<file path="src/rtl/handwrite_canvas.sv">
// handwrite_canvas: pen samples to a 30x30 bitmap with a submit/wait/clear handshake.
// Define THICK_BRUSH_EN to paint a clipped 3x3 neighbourhood per sample instead of one cell.
module handwrite_canvas #(
  parameter int X0 = 0,
  parameter int Y0 = 0,
  parameter int CELL_SHIFT = 4,
  parameter int TIMEOUT = 1023,
  parameter int AUTO_CLEAR = 1
)(
  input  logic         i_clk,
  input  logic         i_rst_n,
  input  logic         i_pen_valid,
  input  logic         i_pen_down,
  input  logic [9:0]   i_pen_x,
  input  logic [9:0]   i_pen_y,
  input  logic         i_key_submit,
  input  logic         i_key_clear,
  input  logic         i_result_valid,
  output logic [899:0] o_handwrite,
  output logic         o_button_pressed,
  output logic         o_busy,
  output logic [9:0]   o_ink_count
);
  localparam logic [1:0] DRAW = 2'd0, SUBMIT = 2'd1, WAIT = 2'd2, CLEAR = 2'd3;
  logic [1:0]   state_q, state_d;
  logic         sub_q, sub_d, clr_q, clr_d;
  logic [15:0]  cnt_q, cnt_d;
  logic [4:0]   row_q, row_d;
  logic         s1_vld_q, s1_vld_d;
  logic [4:0]   cx_q, cx_d, cy_q, cy_d;
  logic [899:0] bm_q, bm_d;
  logic [9:0]   ink_q, ink_d;
  logic [10:0]  dx, dy;
  logic [9:0]   cx_w, cy_w, inc;
  logic [899:0] mask, fresh;
  logic         sub_rise, clr_rise, done;
  // bit 10 of the 11-bit difference flags a sample left of / above the canvas
  always_comb begin
    dx = {1'b0, i_pen_x} - 11'(X0);
    dy = {1'b0, i_pen_y} - 11'(Y0);
    cx_w = dx[9:0] >> CELL_SHIFT;
    cy_w = dy[9:0] >> CELL_SHIFT;
    s1_vld_d = i_pen_valid & i_pen_down & ~dx[10] & ~dy[10] & (cx_w < 10'd30) & (cy_w < 10'd30) & (state_q == DRAW);
    cx_d = cx_w[4:0];
    cy_d = cy_w[4:0];
  end
  always_comb begin
    mask = '0;
    for (int r = 0; r < 30; r++)
      for (int c = 0; c < 30; c++)
`ifdef THICK_BRUSH_EN
        mask[r*30+c] = (r + 1 >= int'(cy_q)) && (r <= int'(cy_q) + 1) && (c + 1 >= int'(cx_q)) && (c <= int'(cx_q) + 1);
`else
        mask[r*30+c] = (r == int'(cy_q)) && (c == int'(cx_q));
`endif
    fresh = (s1_vld_q && state_q != CLEAR) ? mask & ~bm_q : '0;
    inc = '0;
    for (int i = 0; i < 900; i++) inc = inc + {9'd0, fresh[i]};
  end
  always_comb begin
    sub_d = i_key_submit;
    clr_d = i_key_clear;
    sub_rise = i_key_submit & ~sub_q;
    clr_rise = i_key_clear & ~clr_q;
    done = i_result_valid || cnt_q == 16'(TIMEOUT);
    state_d = state_q == DRAW   ? (clr_rise ? CLEAR : (sub_rise && ink_q != 10'd0) ? SUBMIT : DRAW) :
              state_q == SUBMIT ? WAIT :
              state_q == WAIT   ? (done ? (AUTO_CLEAR != 0 ? CLEAR : DRAW) : WAIT) :
              (row_q == 5'd29 ? DRAW : CLEAR);
    cnt_d = state_q == WAIT ? cnt_q + 16'd1 : '0;
    row_d = (state_q == CLEAR && row_q != 5'd29) ? row_q + 5'd1 : '0;
    ink_d = state_d == CLEAR ? '0 : ink_q + inc;
    bm_d = bm_q | fresh;
    if (state_q == CLEAR)
      for (int r = 0; r < 30; r++)
        if (row_q == 5'(r)) bm_d[r*30 +: 30] = '0;
  end
  always_ff @(posedge i_clk or negedge i_rst_n) begin
    if (!i_rst_n) begin
      state_q  <= DRAW;
      sub_q    <= 1'b0;
      clr_q    <= 1'b0;
      cnt_q    <= '0;
      row_q    <= '0;
      s1_vld_q <= 1'b0;
      cx_q     <= '0;
      cy_q     <= '0;
      bm_q     <= '0;
      ink_q    <= '0;
    end else begin
      state_q  <= state_d;
      sub_q    <= sub_d;
      clr_q    <= clr_d;
      cnt_q    <= cnt_d;
      row_q    <= row_d;
      s1_vld_q <= s1_vld_d;
      cx_q     <= cx_d;
      cy_q     <= cy_d;
      bm_q     <= bm_d;
      ink_q    <= ink_d;
    end
  end
  assign o_handwrite = bm_q;
  assign o_button_pressed = state_q == SUBMIT;
  assign o_busy = state_q != DRAW;
  assign o_ink_count = ink_q;
endmodule

</file>
<file path="config.mk">
export PLATFORM = sky130hd
export DESIGN_NAME = handwrite_canvas
export DESIGN_NICKNAME = d
export VERILOG_FILES = /design/src/rtl/handwrite_canvas.sv
export SDC_FILE = /design/constraint.sdc
export NUM_CORES = 2
export LEC_CHECK = 0
export CAP_MARGIN = 15
export CORE_ASPECT_RATIO = 1.2
export CORE_MARGIN = 2
export CORE_UTILIZATION = 30
export CTS_BUF_LIST = sky130_fd_sc_hd__clkbuf_4 sky130_fd_sc_hd__clkbuf_8 sky130_fd_sc_hd__clkbuf_16
export CTS_CLUSTER_SIZE = 14
export DETAILED_ROUTE_END_ITERATION = 12
export PLACE_DENSITY = 0.51
export SLEW_MARGIN = 25
export SYNTH_ARGS = -nofsm -noshare
export SYNTH_HDL_FRONTEND = slang
export SYNTH_SLANG_ARGS = --single-unit
</file>
<file path="constraint.sdc">
create_clock -name i_clk -period 12 [get_ports i_clk]
set_clock_uncertainty 0.2 [all_clocks]
set_input_delay 2.4 -clock i_clk [delete_from_list [all_inputs] [get_ports i_clk]]
set_output_delay 2.4 -clock i_clk [all_outputs]
set_load 0.01 [all_outputs]
</file>
==> impl_metrics.json <==
{
  "syn-instance-count": 6371,
  "r2r-start": "cx_q[3]",
  "hold_viol_final": 0,
  "cts_buffers": 114,
  "syn_nets": 7411,
  "grt.total_usage": 0.382,
  "tightest_slew_ns": 1.14,
  "max_freq_mhz": 84.6,
  "drc": 0,
  "p_comb_frac": 0.082,
  "ant_nets": 0,
  "worst-endpoint-arrival_ns": 12.27,
  "syn_avg_cell_area_sq_um": 9.93,
  "pre_cts_ws_ns": -0.0381,
  "cap_violations": 0,
  "fin_setup_tns_ns": 0,
  "hold_path.startpoint": "cnt_q[0]",
  "finalMaxSlewViolations": 0,
  "r2r_setup_slack_ns": 0.18,
  "ios": 939,
  "r2r_cells": 31,
  "cts_max_path_buffers": 3,
  "synth_flop_cell": "dfrtp_1",
  "synthDistinctLibCells": 49,
  "fp.dieW_microns": 423,
  "seq_area_frac_synth": 0.374,
  "nets": 8463,
  "synthTopCellsByArea": "dfrtp_1, fa_1, a21oi_1",
  "min_path_cells": 1,
  "drt_pass1_iterations": 6,
  "swShare": 0.289,
  "final.period_utilization": 0.985,
  "routedWlPerCell_microns": 40.2,
  "hpwl_microns": 320000,
  "p_seq_frac": 0.421,
  "crit_slowest_cell": "fa_1",
  "num_rows": 184,
  "via_per_inst": 5.58,
  "p_int_w": 0.00544,
  "drt-total-wl_microns": 415000,
  "nFillCells": 20800,
  "setup_ws_ns": 0.177,
  "fin_area_sq_um": 82900,
  "area_delta_synth_final_pct": 31.1,
  "layout_common_cells": "nor2_1, dfrtp_1, clkdlybuf4s50_1",
  "grt_setup_unrepaired": "false",
  "clk_latency_ns": 0.82,
  "grt-ovfl-total": 0,
  "vdd_drop_max_mv": 0.106,
  "cp_max_fo": 9,
  "globalplace.congestion": 1.02,
  "p_switching_w": 0.00221,
  "path_clk_slew_ns": 0.07,
  "drt_iter0_markers": 6944,
  "critPathRequiredTime_ns": 12.44,
  "slowest_delay_ns": 0.65,
  "cts_max_level": 3,
  "layout_commonest_cell": "nor2_1",
  "outcome": "finished clean",
  "path_class": "flop to flop",
  "cts-root-buf": "clkbuf_16",
  "cp_common_cell": "fa_1",
  "setup-violations-final": 0,
  "antenna_found_initial": 41,
  "coreArea_sq_um": 210000,
  "synth_edf_count": 0,
  "async_reset_ff_frac": 1.00,
  "postPlaceCellArea_sq_um": 78700,
  "p_leak_nw": 38.8,
  "initial_core_util": 0.302,
  "synth-seq-cells": 946,
  "grt_max_degree": 165,
  "yosysTopAreaCellShare": 0.374,
  "r2r_end": "o_ink_count[8]",
  "die_height_microns": 507,
  "grt_pass1_wl_microns": 547000,
  "vias": 57600,
  "yosysTopAreaCell": "dfrtp_1",
  "grt_pass1_vias": 58000,
  "cp-start-kind": "flop",
  "period_needed_ns": 11.82,
  "ys_warn_count": 0,
  "hold_end": "cnt_q[0]",
  "endpoint_kind": "flop",
  "clkSinkCount": 946,
  "cts_tree": "yes",
  "portBuffers": 930,
  "p_per_area_nw_per_um2": 92.2,
  "clkPwrFrac": 0.496,
  "die_area_sq_um": 215000,
  "layout-drive-gt1-share": 0.102,
  "slew_headroom": 0.234,
  "netlist_area_sq_um": 63200,
  "holdWs_ns": 0.290,
  "hp-class": "flop to flop"
}
area by class of cell:
type,instances,area [sq um],area share
diodes,22,55.1,0.000664
clock inverters,65,778,0.00938
multi-input cells,4131,35200,0.424
repair buffers,1343,13200,0.159
flip-flops and latches,946,23700,0.285
clock buffers,147,3210,0.0387
inverters,887,3330,0.0401
well taps,2790,3490,0.0421
registers in the layout, summed over array words and instances (netlist names):
register / count
o_ink_count: 10
sub_q: 1
cx_q: 5
cy_q: 5
state_q: 2
row_q: 5
clr_q: 1
cnt_q: 16
s1_vld_q: 1
o_handwrite: 900
per-layer routing:
layer  vias up  GRT usage  wire length [microns]
li1      22400          -                      -
met4        14      0.294                  38400
met1     30300      0.474                 157000
met5         -          0                    113
met3       967     0.0885                  38000
met2      3930      0.576                 182000
critical path: cells and delay by family, from the launching register on:
kind                     cells  cell delay, ns
AO/OA/AOI/OAI                2            0.40
XOR/XNOR                     1            0.15
adder cells (fa/ha/maj)     16            8.56
buffers and inverters        7            0.80
flip-flops                   1            0.46
AND/OR/NAND/NOR              5            1.02
synth_stat cells (all sizes together) (2+ instances only):
| library cell | instances |
|---|---|
| and2 | 6 |
| inv | 887 |
| xnor2 | 14 |
| and3 | 7 |
| ha | 127 |
| o21a | 10 |
| nor2 | 1051 |
| xor2 | 10 |
| or3b | 3 |
| nand4 | 5 |
| o22a | 2 |
| fa | 886 |
| a31oi | 18 |
| dfrtp | 946 |
| nand3 | 20 |
| or2 | 6 |
| a21oi | 882 |
| nand2 | 107 |
| clkbuf | 317 |
| o21ai | 6 |
| nor3b | 5 |
| a211oi | 2 |
| nor2b | 10 |
| nor3 | 384 |
| and3b | 6 |
| or3 | 536 |
| nand3b | 6 |
| nor4 | 3 |
| nand2b | 10 |
| buf | 90 |
stage by stage:
| stage | util | cells | power (W) |
|---|---|---|---|
| after global placement | 0.376 | 10100 | 0.00389 |
| after CTS | 0.395 | 10300 | 0.00767 |
| after global routing | 0.396 | 10300 | 0.00781 |
| after detailed placement | 0.376 | 10100 | 0.00389 |
| after floorplan | - | 6371 | 0.00351 |
| final | 0.396 | 10300 | 0.00765 |
power by group through the flow:
stage / Clock (W) / Combinational, W / Sequential, W
floorplan: 0 / 0.000240 / 0.00328
global placement: 0 / 0.000609 / 0.00328
detailed placement: 0 / 0.000614 / 0.00328
CTS: 0.00383 / 0.000616 / 0.00322
global route: 0.00394 / 0.000648 / 0.00322
finish: 0.00380 / 0.000631 / 0.00322
cells by family after synthesis:
group / count (synthesis) / share of synthesized area
simple gates: 2166 / 0.163
flops: 946 / 0.374
buf+inv: 1294 / 0.0787
fa+ha+maj: 1013 / 0.306
xor+xnor: 24 / 0.00332
compound gates: 928 / 0.0749
repair_timing:
action	CTS	global route
pin swaps	1	3
resized for setup	7	11
buffers inserted	0	3
setup endpoints to repair	1	3
hold buffers	0	0
how the worst max path moves through the flow:
stage                        from              to
after floorplan           cx_q[1]  o_ink_count[8]
after global placement    cy_q[4]  o_ink_count[8]
after detailed placement  cy_q[4]  o_ink_count[8]
after CTS                 cy_q[2]  o_ink_count[8]
after global routing      cx_q[1]  o_ink_count[8]
final                     cx_q[3]  o_ink_count[8]
(Power assumes the default switching activity.)
